--- src/rtl/dp_mem_pkg.sv ---
// Shared definitions for the dual-port memory initialisation engine.
// Pattern codes match the encoding used by the companion dual-port ROM.
package dp_mem_pkg;

  // Engine phases; VREAD/VDRAIN are only reached when VERIFY_EN is defined.
  typedef enum logic [2:0] {
    S_IDLE   = 3'd0,
    S_WRITE  = 3'd1,
    S_VREAD  = 3'd2,
    S_VDRAIN = 3'd3,
    S_DONE   = 3'd4
  } state_t;

  // Pattern codes (code 3 behaves as zeros).
  localparam logic [1:0] PAT_ZERO   = 2'd0;
  localparam logic [1:0] PAT_QUAD   = 2'd1;
  localparam logic [1:0] PAT_LINEAR = 2'd2;

endpackage

--- src/rtl/dual_port_mem_writer_pattern_gen.sv ---
// dp_pattern_gen: incremental generator for the (even, odd) word pair of
// pair index k, i.e. addresses 2k and 2k+1. Quad values f(a) = a*a + a are
// produced with adders only. When load is high the outputs show pair 0
// immediately; load or step advances the stored state to the following pair.
module dp_pattern_gen
  import dp_mem_pkg::*;
#(
  parameter int DATA_WIDTH = 8
) (
  input  logic                  clk,
  input  logic                  reset,
  input  logic                  load,
  input  logic                  step,
  input  logic [1:0]            sel,
  output logic [DATA_WIDTH-1:0] even_val,
  output logic [DATA_WIDTH-1:0] odd_val
);

  // base_q tracks the even address 2k (mod 2^DATA_WIDTH), fe_q tracks f(2k).
  logic [DATA_WIDTH-1:0] base_q, fe_q;
  logic [DATA_WIDTH-1:0] cur_base, cur_fe;

  // Select the pair being presented this cycle and derive both words from it.
  always_comb begin
    cur_base = load ? '0 : base_q;
    cur_fe   = load ? '0 : fe_q;
    even_val = '0;
    odd_val  = '0;
    case (sel)
      PAT_QUAD: begin
        even_val = cur_fe;
        odd_val  = cur_fe + (cur_base << 1) + DATA_WIDTH'(2);
      end
      PAT_LINEAR: begin
        even_val = cur_base;
        odd_val  = cur_base | DATA_WIDTH'(1);
      end
      default: ;
    endcase
  end

  // Advance to the next pair: f(2k+2) = f(2k) + 4(2k) + 6.
  always_ff @(posedge clk) begin
    if (reset) begin
      base_q <= '0;
      fe_q   <= '0;
    end else if (load || step) begin
      base_q <= cur_base + DATA_WIDTH'(2);
      fe_q   <= cur_fe + (cur_base << 2) + DATA_WIDTH'(6);
    end
  end

endmodule

--- src/rtl/dual_port_mem_writer.sv ---
// dual_port_mem_writer: loads a pattern into a dual-port RAM two words per
// cycle (port A even addresses, port B odd addresses). Optional feature
// macro VERIFY_EN adds a read-back pass that flags the first mismatch.
//
// Control contract: start is a level sampled only in S_IDLE; the edge that
// sees it is the accept edge. busy is high from the next cycle until the
// cycle before done; done is a single-cycle pulse; start seen while busy or
// during done is dropped. All outputs are registered and reset to 0.
module dual_port_mem_writer
  import dp_mem_pkg::*;
#(
  parameter int DATA_WIDTH = 8,
  parameter int ADDR_WIDTH = 4,
  parameter int MEM_DEPTH  = 1 << ADDR_WIDTH
) (
  input  logic                  clk,
  input  logic                  reset,
  input  logic                  start,
  input  logic [1:0]            pattern_sel,
  output logic                  busy,
  output logic                  done,
  output logic                  we_a,
  output logic                  we_b,
  output logic [ADDR_WIDTH-1:0] addr_a,
  output logic [ADDR_WIDTH-1:0] addr_b,
  output logic [DATA_WIDTH-1:0] wdata_a,
  output logic [DATA_WIDTH-1:0] wdata_b,
  output logic                  re_a,
  output logic                  re_b,
  input  logic [DATA_WIDTH-1:0] rdata_a,
  input  logic [DATA_WIDTH-1:0] rdata_b,
  output logic                  error,
  output logic [ADDR_WIDTH-1:0] err_addr,
  output state_t                state_dbg
);

  localparam logic [ADDR_WIDTH-1:0] LAST_PAIR = ADDR_WIDTH'((MEM_DEPTH + 1) / 2 - 1);
  localparam logic [ADDR_WIDTH:0]   DEPTH_W   = (ADDR_WIDTH + 1)'(MEM_DEPTH);

  state_t                state_q, state_n;
  logic [ADDR_WIDTH-1:0] cnt_q, cnt_n;
  logic [1:0]            pat_q, gen_sel;
  logic                  gen_load, gen_step, issue_wr, busy_n, done_n, b_valid;
  logic [ADDR_WIDTH-1:0] addr_n;
  logic [DATA_WIDTH-1:0] even_val, odd_val;
`ifdef VERIFY_EN
  logic                  issue_rd;
`endif

  assign state_dbg = state_q;
  // The pattern code is taken live on the accept edge, latched afterwards.
  assign gen_sel   = (state_q == S_IDLE) ? pattern_sel : pat_q;
  assign addr_n    = {cnt_n[ADDR_WIDTH-2:0], 1'b0};
  // Port B is idle on the final pair when the depth is odd.
  assign b_valid   = ({cnt_n, 1'b1} < DEPTH_W);

  dp_pattern_gen #(.DATA_WIDTH(DATA_WIDTH)) u_gen (
    .clk      (clk),
    .reset    (reset),
    .load     (gen_load),
    .step     (gen_step),
    .sel      (gen_sel),
    .even_val (even_val),
    .odd_val  (odd_val)
  );

  // Next-state logic; decides which pair (if any) is presented next cycle.
  always_comb begin
    state_n  = state_q;
    cnt_n    = cnt_q;
    gen_load = 1'b0;
    gen_step = 1'b0;
    issue_wr = 1'b0;
    busy_n   = 1'b0;
    done_n   = 1'b0;
`ifdef VERIFY_EN
    issue_rd = 1'b0;
`endif
    case (state_q)
      S_IDLE: begin
        if (start) begin
          state_n  = S_WRITE;
          cnt_n    = '0;
          gen_load = 1'b1;
          issue_wr = 1'b1;
          busy_n   = 1'b1;
        end
      end
      S_WRITE: begin
        if (cnt_q == LAST_PAIR) begin
`ifdef VERIFY_EN
          state_n  = S_VREAD;
          cnt_n    = '0;
          gen_load = 1'b1;
          issue_rd = 1'b1;
          busy_n   = 1'b1;
`else
          state_n  = S_DONE;
          done_n   = 1'b1;
`endif
        end else begin
          cnt_n    = cnt_q + ADDR_WIDTH'(1);
          gen_step = 1'b1;
          issue_wr = 1'b1;
          busy_n   = 1'b1;
        end
      end
`ifdef VERIFY_EN
      S_VREAD: begin
        busy_n = 1'b1;
        if (cnt_q == LAST_PAIR) begin
          state_n = S_VDRAIN;
        end else begin
          cnt_n    = cnt_q + ADDR_WIDTH'(1);
          gen_step = 1'b1;
          issue_rd = 1'b1;
        end
      end
      S_VDRAIN: begin
        state_n = S_DONE;
        done_n  = 1'b1;
      end
`endif
      S_DONE:  state_n = S_IDLE;
      default: state_n = S_IDLE;
    endcase
  end

  // State, pair counter and the registered write-side outputs.
  always_ff @(posedge clk) begin
    if (reset) begin
      state_q <= S_IDLE;
      cnt_q   <= '0;
      pat_q   <= '0;
      busy    <= 1'b0;
      done    <= 1'b0;
      we_a    <= 1'b0;
      we_b    <= 1'b0;
      addr_a  <= '0;
      addr_b  <= '0;
      wdata_a <= '0;
      wdata_b <= '0;
    end else begin
      state_q <= state_n;
      cnt_q   <= cnt_n;
      busy    <= busy_n;
      done    <= done_n;
      if (state_q == S_IDLE && start) pat_q <= pattern_sel;
      we_a    <= issue_wr;
      we_b    <= issue_wr && b_valid;
      wdata_a <= issue_wr ? even_val : '0;
      wdata_b <= (issue_wr && b_valid) ? odd_val : '0;
`ifdef VERIFY_EN
      addr_a  <= (issue_wr || issue_rd) ? addr_n : '0;
      addr_b  <= (issue_wr || issue_rd) ? (addr_n | ADDR_WIDTH'(1)) : '0;
`else
      addr_a  <= issue_wr ? addr_n : '0;
      addr_b  <= issue_wr ? (addr_n | ADDR_WIDTH'(1)) : '0;
`endif
    end
  end

`ifdef VERIFY_EN
  // rexp_* hold the expected words of the read being presented; cmp_* hold
  // them one cycle later, aligned with the RAM's read data.
  logic [DATA_WIDTH-1:0] rexp_a, rexp_b, cmp_exp_a, cmp_exp_b;
  logic [ADDR_WIDTH-1:0] cmp_addr_a, cmp_addr_b;
  logic                  cmp_a, cmp_b, mis_a, mis_b;

  assign mis_a = cmp_a && (rdata_a != cmp_exp_a);
  assign mis_b = cmp_b && (rdata_b != cmp_exp_b);

  // Read issue, compare pipeline and the sticky first-mismatch record.
  always_ff @(posedge clk) begin
    if (reset) begin
      re_a       <= 1'b0;
      re_b       <= 1'b0;
      rexp_a     <= '0;
      rexp_b     <= '0;
      cmp_a      <= 1'b0;
      cmp_b      <= 1'b0;
      cmp_exp_a  <= '0;
      cmp_exp_b  <= '0;
      cmp_addr_a <= '0;
      cmp_addr_b <= '0;
      error      <= 1'b0;
      err_addr   <= '0;
    end else begin
      re_a       <= issue_rd;
      re_b       <= issue_rd && b_valid;
      rexp_a     <= even_val;
      rexp_b     <= odd_val;
      cmp_a      <= re_a;
      cmp_b      <= re_b;
      cmp_exp_a  <= rexp_a;
      cmp_exp_b  <= rexp_b;
      cmp_addr_a <= addr_a;
      cmp_addr_b <= addr_b;
      if (state_q == S_IDLE && start) begin
        error    <= 1'b0;
        err_addr <= '0;
      end else if (!error && (mis_a || mis_b)) begin
        // Port A holds the lower address of the pair, so it wins a tie.
        error    <= 1'b1;
        err_addr <= mis_a ? cmp_addr_a : cmp_addr_b;
      end
    end
  end
`else
  logic unused_rdata;
  assign unused_rdata = ^{rdata_a, rdata_b};
  assign re_a     = 1'b0;
  assign re_b     = 1'b0;
  assign error    = 1'b0;
  assign err_addr = '0;
`endif

endmodule

--- config.mk ---
export PLATFORM = sky130hd
export DESIGN_NAME = dual_port_mem_writer
export DESIGN_NICKNAME = d
export VERILOG_FILES = /design/src/rtl/dp_mem_pkg.sv /design/src/rtl/dual_port_mem_writer_pattern_gen.sv /design/src/rtl/dual_port_mem_writer.sv
export SDC_FILE = /design/constraint.sdc
export NUM_CORES = 1
export LEC_CHECK = 0
export ABC_AREA = 0
export CAP_MARGIN = 20
export CELL_PAD_IN_SITES_DETAIL_PLACEMENT = 1
export CELL_PAD_IN_SITES_GLOBAL_PLACEMENT = 1
export CORE_MARGIN = 3
export CORE_UTILIZATION = 30
export DETAILED_ROUTE_END_ITERATION = 10
export PLACE_DENSITY_LB_ADDON = 0.15
export SYNTH_ARGS = -nofsm -noshare
export SYNTH_HDL_FRONTEND = slang
export SYNTH_SLANG_ARGS = --single-unit
--- constraint.sdc ---
create_clock -name clk -period 3.9 [get_ports clk]
set_input_delay 0.975 -clock clk [delete_from_list [all_inputs] [get_ports clk]]
set_output_delay 0.975 -clock clk [all_outputs]
set_load 0.02 [all_outputs]
==> flow_summary.toml <==
[logic_synthesis]
synth-seq-cells = 46
avgSynthCellArea_um2 = 8.63
synth_seq_area_share_pct = 36.4
ys_warn_count = 0
synthFlopType = "dfxtp_1"
synthDistinctLibCells = 47
syn_area_mm2 = 0.00253
syn_inst = 293
async_flop_share_pct = 0
synth_edf_count = 0

[power]
design_power_total_mw = 1.04
cellPowerDensity_mw_per_mm2 = 347
vdd_drop_max_mv = 0.111
power_leakage_nw = 1.21

[status]
outcome = "finished, final reports clean"

[cells_and_area]
diodes = 0
final_common_cell = "dfxtp_1"
nets = 361
area_growth_syn_to_layout_pct = 19.0
final_core_util_pct = 37.8
final_cell_mix = "dfxtp_1, clkdlybuf4s50_1, nand2_1, nor2_1, a21oi_1"
drive_gt1_share_pct = 7.48
stdcell_area_mm2 = 0.00301
layout.cells.non_filler = 423

[setup_path]
max_stage_delay_ps = 480
path_class = "in -> reg"
crit_path_frequent_cell = "inv_1"
critPathLaunchType = "input pin"
worstPathMaxFanout = 8
endpoint_kind = "flip-flop"
path_cells = "clkdlybuf4s50_1 > or3b_1 > buf_4 > and2_1 > inv_1 > ha_1 > inv_1 > ha_1 > inv_1 > fa_1 > nor2b_1 > o21a_1 > o21ai_0 > nand3b_1 > a21oi_1"
cp_data_required_time_ps = 4120
critical_path.top_delay_family = "buffers and inverters"
crit_arrival_ps = 3750
slowest_stage = "or3b_1"
critPathBufInv = 5

[worst_hold_path]
hp-class = "reg -> reg"

[drt]
wl_per_cell_um = 14.0
first_pass_iters = 4
drt-total-wl_um = 5940
met3_length_um = 214
antenna_left = 0
drtIter0Drc = 81
drc_errors = 0
routed_via_density = 4.81
route.met2.wl_um = 2800
highest_layer = "met4"
vias = 2034
drt-met1-wl_um = 2900

[clock_tree]
cts_tree = "done"
cts_htree_levels = 2
numCtsBuffers = 5
clock_latency_ps = 290
cts_hold_buf = 0
cts.sinks = 46
postCtsSetupBuffers = 0
clockBufferDepth = 2
path_clk_slew_ps = 90
root_buffer = "clkbuf_8"
cts_resized = 0

[sta]
whs_ps = 469
worst_pin_slew_ps = 609
layout_setup_ws_ps = 376
fin_worst_skew_ps = 6.43
rsz0062_at_grt = "false"
slew_viol_final = 0
fin_crit_sh_pct = 90.4
finalHoldViolCount = 0
slew_headroom_pct = 59.4
fmax_mhz = 284
finalSetupViolCount = 0
timing.setup.tns_ps = 0
finalCriticalPeriod_ps = 3520

[placed_design]
place_congestion = 0.767
dpl_cell_area_mm2 = 0.00290
dp.cells = 415
place.port_buffers = 33
detailed_place_hpwl_um = 4440
post-place-ws_ps = 79.7

[die]
core_mm2 = 0.00797
dieArea_mm2 = 0.00957
fp-row-count = 32
fp.dieW_um = 97.8
die_h_um = 97.8
initial_core_util_pct = 31.7
io_pins = 59

[grt]
grt_usage_pct = 12.7
antenna_found_initial = 0
overflow = 0
grt_max_degree = 29
grt_first_pass_wirelength_um = 10100
grt_pass1_vias = 2016

[job]
cap_violations = 0
[metal layers]
layer  GRT usage [%]  up-vias
met4            2.56        0
met1            17.7      967
li1                -     1026
met3            2.21        2
met5               0        -
met2            20.9       39
[area by class of cell]
type | count | area [um2]
timing repair buffer | 41 | 390
clock buffer | 7 | 76.3
tap | 102 | 128
sequential | 46 | 921
inverter | 12 | 45.0
clock inverter | 1 | 30.0
fill | 966 | 4960
multi-input combinational | 214 | 1420
[flip-flops by register name, indices dropped and copies added (netlist names)]
register and count:
addr_b 3, cnt_q 4, done 1, pat_q 2, state_dbg 2, u_gen.base_q 8, u_gen.fe_q 8, wdata_a 8
wdata_b 8, we_a 1, we_b 1
[where the power goes]
part	leakage (nW)	internal (mW)	switching, mW
sequential	0.374	0.485	0.0197
combinational	0.781	0.0764	0.111
clock	0.0524	0.192	0.159
total	1.21	0.754	0.290
[logic make-up (layout without fill, tap and decap cells)]
kind of cell / count (synthesis) / in the layout / share of synthesized area (%)
compound gates: 56 / 56 / 14.2
xor+xnor: 22 / 22 / 7.92
fa+ha+maj: 20 / 20 / 10.5
buf+inv: 41 / 61 / 8.66
flops: 46 / 46 / 36.4
mux: 3 / 3 / 1.24
other cells: 1 / 9 / 0.148
simple gates: 104 / 104 / 20.9
[path summary, 6_finish.rpt]
kind	startpoint	endpoint	slack, ps	cells past startpoint
worst max-delay path	start	wdata_b[6]	380	15
worst min-delay path	pat_q[0]	pat_q[0]	470	2
worst max register to register	state_dbg[0]	wdata_b[6]	1050	14
worst min register to register	pat_q[0]	pat_q[0]	470	2
[worst min-delay path: cells and delay by family, from the launching register on]
| family | cells | cell delay, ps |
|---|---|---|
| DFF | 1 | 320 |
| AOI/OAI and AO/OA | 1 | 60 |
| and+or+nand+nor | 1 | 50 |
[synth_stat cells (7+ instances only)]
master | instances | area (um2)
dfxtp_1 | 46 | 921
nand2_1 | 26 | 97.6
a21oi_1 | 24 | 120
nor2_1 | 24 | 90.1
ha_1 | 18 | 225
buf_4 | 15 | 113
xnor2_1 | 13 | 114
inv_1 | 12 | 45.0
and2_1 | 10 | 62.6
nand3_1 | 9 | 45.0
xor2_1 | 8 | 70.1
and3_1 | 7 | 43.8
buf_2 | 7 | 35.0
clkbuf_1 | 7 | 26.3
nor3_1 | 7 | 35.0
Power figures use the tool's default switching activity.
